--- config.mk ---
export PLATFORM = sky130hd
export DESIGN_NAME = fetch
export DESIGN_NICKNAME = d
export VERILOG_FILES = /design/src/rtl/fetch.sv
export SDC_FILE = /design/constraint.sdc
export NUM_CORES = 1
export LEC_CHECK = 0
export ABC_AREA = 0
export CAP_MARGIN = 0
export CORE_ASPECT_RATIO = 0.6
export CORE_MARGIN = 3
export CORE_UTILIZATION = 50
export DETAILED_ROUTE_END_ITERATION = 8
export GPL_TIMING_DRIVEN = 0
export PLACE_DENSITY = 0.81
export SYNTH_ARGS = -nofsm -noshare
export SYNTH_HDL_FRONTEND = slang
export SYNTH_SLANG_ARGS = --single-unit
export TNS_END_PERCENT = 30
--- constraint.sdc ---
create_clock -name clk -period 3 [get_ports clk]
set_clock_uncertainty 0.1 [all_clocks]
set_input_delay 0.9 -clock clk [delete_from_list [all_inputs] [get_ports clk]]
set_output_delay 0.9 -clock clk [all_outputs]
set_load 0.01 [all_outputs]
--- src/rtl/fetch.sv ---
// IF stage: owns the fetch PC, runs one req/gnt/rvalid transaction at a time
// and hands inst/pc to decode, honouring stall and branch/jal redirects.
module fetch #(
    parameter logic [31:0] RESET_PC = 32'h0000_0000,
    parameter logic [31:0] NOP_INST = 32'h0000_0013
) (
    input  logic        clk,
    input  logic        rst,
    input  logic        stall,
    input  logic        jal_flush,
    input  logic        branch_flush,
    input  logic [31:0] jal_target,
    input  logic [31:0] branch_target,
    output logic        imem_req,
    output logic [31:0] imem_addr,
    input  logic        imem_gnt,
    input  logic        imem_rvalid,
    input  logic [31:0] imem_rdata,
    output logic [31:0] inst,
    output logic [31:0] pc
);

    typedef enum logic [1:0] {
        S_REQ  = 2'd0,
        S_WAIT = 2'd1,
        S_HOLD = 2'd2
    } state_e;

    localparam logic [31:0] RESET_PC_A = RESET_PC & 32'hFFFF_FFFC;

    state_e      state_q, state_d;
    logic [31:0] fetch_pc_q, fetch_pc_d;
    logic [31:0] inst_q, inst_d;
    logic [31:0] pc_q, pc_d;
    logic        discard_q, discard_d;
    logic [31:0] buf_inst_q, buf_inst_d;
    logic [31:0] buf_pc_q, buf_pc_d;

    logic        flush;
    logic [31:0] target;
    logic        deliver;

    assign flush     = branch_flush | jal_flush;
    assign target    = (branch_flush ? branch_target : jal_target) & 32'hFFFF_FFFC;
    assign imem_req  = (state_q == S_REQ) & ~flush & ~rst;
    assign imem_addr = fetch_pc_q;
    assign inst      = inst_q;
    assign pc        = pc_q;

    always_comb begin
        state_d    = state_q;
        fetch_pc_d = fetch_pc_q;
        inst_d     = inst_q;
        pc_d       = pc_q;
        discard_d  = discard_q;
        buf_inst_d = buf_inst_q;
        buf_pc_d   = buf_pc_q;
        deliver    = 1'b0;

        if (flush) begin
            fetch_pc_d = target;
            inst_d     = NOP_INST;
            state_d    = S_REQ;
            discard_d  = 1'b0;
            // An in-flight response still has to be absorbed before the next request
            if (state_q == S_WAIT && !imem_rvalid) begin
                state_d   = S_WAIT;
                discard_d = 1'b1;
            end
        end else begin
            unique case (state_q)
                S_REQ: begin
                    if (imem_req && imem_gnt) begin
                        fetch_pc_d = fetch_pc_q + 32'd4;
                        state_d    = S_WAIT;
                    end
                end
                S_WAIT: begin
                    if (imem_rvalid) begin
                        state_d = S_REQ;
                        if (discard_q) begin
                            discard_d = 1'b0;
                        end else if (!stall) begin
                            inst_d  = imem_rdata;
                            pc_d    = fetch_pc_q - 32'd4;
                            deliver = 1'b1;
                        end else begin
                            buf_inst_d = imem_rdata;
                            buf_pc_d   = fetch_pc_q - 32'd4;
                            state_d    = S_HOLD;
                        end
                    end
                end
                S_HOLD: begin
                    if (!stall) begin
                        inst_d  = buf_inst_q;
                        pc_d    = buf_pc_q;
                        deliver = 1'b1;
                        state_d = S_REQ;
                    end
                end
                default: state_d = S_REQ;
            endcase

            if (!deliver && !stall) begin
                inst_d = NOP_INST;
            end
        end
    end

    always_ff @(posedge clk) begin
        if (rst) begin
            state_q    <= S_REQ;
            fetch_pc_q <= RESET_PC_A;
            inst_q     <= NOP_INST;
            pc_q       <= 32'd0;
            discard_q  <= 1'b0;
            buf_inst_q <= NOP_INST;
            buf_pc_q   <= 32'd0;
        end else begin
            state_q    <= state_d;
            fetch_pc_q <= fetch_pc_d;
            inst_q     <= inst_d;
            pc_q       <= pc_d;
            discard_q  <= discard_d;
            buf_inst_q <= buf_inst_d;
            buf_pc_q   <= buf_pc_d;
        end
    end

endmodule

# Word level (Yosys, flattened, before mapping)
# Cells that the tools add are included.
# totals
out_inout_bits	97
inputBits	103
wordCells	77
reg_bits	163
# op_classes
n_mux	31
bitwise_logic	6
addsub	2
n_reduce_logical	21
eq_ne	9
# op_table
cell	count
two-way mux 32 bit	12
case mux 32 bit (2 select lines)	2
adder 32 x 3 -> 32 bit (second input constant)	1
subtractor 32 x 3 -> 32 bit (second input constant)	1
two-way mux 2 bit	6
AND reduction 5 bit	2
nonzero test 2 bit	5
two-way mux 1 bit	9
!= test 2 bit (second input constant)	4
!= test 3 bit (second input constant)	2
case mux 2 bit (3 select lines)	1
AND reduction 2 bit	3
AND reduction 6 bit	1
logical AND 1 bit	3
zero test 1 bit	3
!= test 3 x 2 -> 1 bit (second input constant)	1
inverter 1 bit	3
AND reduction 3 bit	1
OR reduction 3 bit	1
bitwise AND 1 bit	2
== test 2 x 1 -> 1 bit (second input constant)	1
== test 2 bit (second input constant)	1
zero test 2 bit	1
case mux 1 bit (2 select lines)	1
other kinds (2)	2

# Longest topological paths before layout
# logic_depth
ltp_word	8
depth_mapped	10
depth_no_buf	7

# Worst setup path before layout
# OpenSTA, ideal clock, no wires.
# synth_path
path_kind	input -> output
from	input jal_flush
to	output imem_req
t_required_ps	2000
path_buffers	2
cell_stages	4
slack_ps	-8
arrival_time_ps	2008
cell_sequence	clkbuf_1 -> nor3_1 -> clkbuf_1 -> and2_1
# synth_via
elab_chain_cells	4
# synth_rtl
element	line	rtl
start, declared	10	input logic jal_flush,
OR 1 bit	43	assign flush = branch_flush | jal_flush;
inverter 1 bit (no source line)	-	
bitwise AND 1 bit (2 in series)	45	assign imem_req = (state_q == S_REQ) & ~flush & ~rst;
end, declared	14	output logic imem_req,
# Every way passes these cells.

# Worst setup path in the final report
# layout_path
from	input branch_flush
to	register pc_q[13], in the netlist pc[13]
# layout_via
elab_chain_cells	3
# layout_rtl
element	line	rtl
start, declared	11	input logic branch_flush,
OR 1 bit	43	
inverter 1 bit (no source line)	-	
AND reduction 6 bit (no source line)	-	
end signal, assigned	124	pc_q <= pc_d;
end, declared	34	logic [31:0] pc_q, pc_d;
# Every way passes these cells.
# A chain may end at the register's enable or synchronous reset.

==> flow_summary.json <==
{
  "post-route-period-util_pct": 102,
  "synth-edff-count": 0,
  "drv_slew": 0,
  "coreArea_sq_um": 14900,
  "htreeDepth": 4,
  "end_kind": "register",
  "layout.nets": 1299,
  "dr.first_iter.drc_count": 1103,
  "grt_pass1_vias": 7982,
  "cp_common_cell": "clkbuf_1",
  "synthCells": 975,
  "synth_ff_type": "dfxtp_1",
  "dpl_cell_area_sq_um": 9990,
  "wl_per_cell_microns": 21.1,
  "crit_start": "branch_flush",
  "maxSlewHeadroom_pct": 36.6,
  "period_needed_ps": 3050,
  "r2r_start": "state_q[0]",
  "ys_seq_area_share_pct": 40.2,
  "violations": "setup timing",
  "p_leak_nw": 3.62,
  "drc": 0,
  "port_buffers": 190,
  "routed_wirelength_microns": 29600,
  "fin_util_pct": 71.6,
  "avgSynthCellArea_sq_um": 8.02,
  "yosysWarnings": 0,
  "cts_tree": "built",
  "viasPerCell": 6.21,
  "ys_ff_latch": 157,
  "cp-start-kind": "input pin",
  "power_density_nw_per_um2": 477,
  "crit_buf_inv": 4,
  "place_congestion": 0.983,
  "whs_ps": 356,
  "design_area_sq_um": 10700,
  "maxCapViolCount": 0,
  "drive_gt1_share_pct": 6.90,
  "crit_family": "buffers and inverters",
  "rsz0062_at_grt": "yes",
  "worst_slack_ps": -54.2,
  "die_width_microns": 167,
  "hold_violations": 0,
  "die_area_sq_um": 17200,
  "grt_use_total_pct": 33.7,
  "cts_buffer_depth": 2,
  "cts_root_buf": "clkbuf_16",
  "synthArstFlopShare_pct": 0,
  "synth_area_leaders": "dfxtp_1 (40%), nand2_1 (6.1%), mux2i_1 (5.1%)",
  "worst_path_largest_cell_delay_ps": 470,
  "dp_hpwl_microns": 21700,
  "cts.sinks": 157,
  "ir_drop_mv": 0.344,
  "grt_first_pass_wirelength_microns": 45100,
  "grt_max_degree": 17,
  "synth_top_cell_by_area": "dfxtp_1",
  "critical_path_required_ps": 3240,
  "gr-total-overflow": 0,
  "start_util_pct": 52.5,
  "ant_nets": 0,
  "clk_latency_ps": 440,
  "cts-buffers-inserted": 17,
  "path_class": "input pin to register",
  "syn-cell-area_sq_um": 7820,
  "crit_path_max_fanout": 10,
  "path_cells": "clkbuf_1, or2_2, clkbuf_1, a211o_1, clkbuf_1, clkbuf_2, nand3_1, o211ai_1",
  "fmax_mhz": 327,
  "routed-via-count": 8703,
  "die_y_microns": 103,
  "antenna_found_initial": 1,
  "cp_data_arrival_time_ps": 3300,
  "outcome": "complete, but fails checks",
  "hold_path.class": "register to register",
  "core.rowCount": 34,
  "cts.clk_slew.worst_paths_ps": 70,
  "worst_pin_slew_ps": 945,
  "synth_top_area_share_pct": 40.2,
  "num_antenna_cells": 0,
  "hold_start": "pc[2]",
  "dp_slack_ps": -1570,
  "syn_to_final_growth_pct": 36.3,
  "slowest_stage": "clkbuf_1",
  "pin_count": 200,
  "synthDistinctLibCells": 70,
  "setup_viol": 4,
  "fin_setup_tns_ps": -98.8,
  "dr.pass1.iters": 6
}
[cells in the mapped netlist (10+ instances only)]
library cell,count
a211oi_1,49
a21oi_1,74
a22oi_1,15
and3_1,14
buf_1,10
clkbuf_1,72
dfxtp_1,157
inv_1,12
mux2i_1,40
nand2_1,128
nand3_1,43
nand4_1,15
nor2_1,86
nor3_1,21
nor4_1,13
o211ai_1,12
o21ai_0,50
o22ai_1,13
xnor2_1,19
xor2_1,13
[logic make-up after synthesis]
| kind of cell | synth area share (%) |
|---|---|
| and+or+nand+nor | 22.8 |
| other | 0.0479 |
| adders and majority gates | 0.960 |
| muxes | 5.12 |
| xor gates and xnor gates | 3.58 |
| AOI/OAI and AO/OA | 21.7 |
| DFF | 40.2 |
| buffers and inverters | 5.61 |
[worst paths after layout]
kind	to	cells after the start	slack (ps)
worst min-delay path	pc[2]	2	360
worst max register to register	pc[13]	8	60
worst max-delay path	pc[13]	8	-50
worst min register to register	pc[2]	2	360
[worst min-delay path, delay by kind of cell (launching register included)]
| family | cells | cell delay (ps) |
|---|---|---|
| flops | 1 | 310 |
| simple gates | 1 | 50 |
| compound gates | 1 | 50 |
[final cells by class]
type                    instances  area [sq um]
inverters                      14          52.6
flip-flops and latches        157          3140
multi-input cells             713          4310
fillers                      1229          4230
well taps                     198           248
clock inverters                14           148
plain buffers                  93           413
clock buffers                  18           429
repair buffers                194          1920
[through the flow]
step,std cells,power [mW]
after global placement,1366,2.90
after global routing,1401,5.21
after CTS,1400,5.04
after floorplan,978,2.57
after detailed placement,1366,2.91
final,1401,5.08
[report_power, final]
group          internal [mW]  leakage, nW  switching (mW)
Clock                   1.17        0.274            1.00
Sequential              2.12         1.27          0.0446
Combinational          0.327         2.07           0.412
Total                   3.62         3.62            1.46
[sequential cells by signal (all words and copies together), names as in the netlist]
| name | count |
|---|---|
| buf_inst_q | 32 |
| inst | 32 |
| buf_pc_q | 30 |
| imem_addr | 30 |
| pc | 30 |
| state_q | 2 |
| discard_q | 1 |
[what timing repair did]
| item | 4_1_cts | 5_1_grt |
|---|---|---|
| setup buffers | 3 | 1 |
| gates resized for setup | 21 | 11 |
| hold buffers | 0 | 0 |
| endpoints found under the setup margin | 51 | 64 |
| pin swaps | 1 | 3 |
[metal layers]
layer,track usage [%],up-vias,share of wire (%),wire [microns]
met2,46.5,572,39,11600
met3,10.1,57,13,3910
met4,9.11,2,2.0,600
met1,50.9,4122,46,13500
li1,-,3950,-,-
met5,0,-,0.068,20
[layout by cell type (no fill, tap or decap), types with 5 or more instances in the layout]
master | Yosys | final
clkdlybuf4s50_1 | 0 | 187
dfxtp_1 | 157 | 157
nand2_1 | 128 | 128
nor2_1 | 86 | 86
a21oi_1 | 74 | 74
clkbuf_1 | 72 | 64
o21ai_0 | 50 | 50
a211oi_1 | 49 | 48
nand3_1 | 43 | 42
mux2i_1 | 40 | 40
nor3_1 | 21 | 19
xnor2_1 | 19 | 19
clkbuf_16 | 0 | 17
nand4_1 | 15 | 15
a22oi_1 | 15 | 15
and3_1 | 14 | 14
o22ai_1 | 13 | 13
xor2_1 | 13 | 13
o211ai_1 | 12 | 12
nor4_1 | 13 | 12
inv_1 | 12 | 12
buf_4 | 5 | 9
buf_2 | 5 | 8
buf_1 | 10 | 8
clkbuf_2 | 1 | 7
a31oi_1 | 6 | 6
a31o_2 | 6 | 6
or4_1 | 6 | 6
ha_1 | 6 | 6
a2111oi_0 | 6 | 5
inv_6 | 0 | 5
Power figures use the tool's default switching activity.
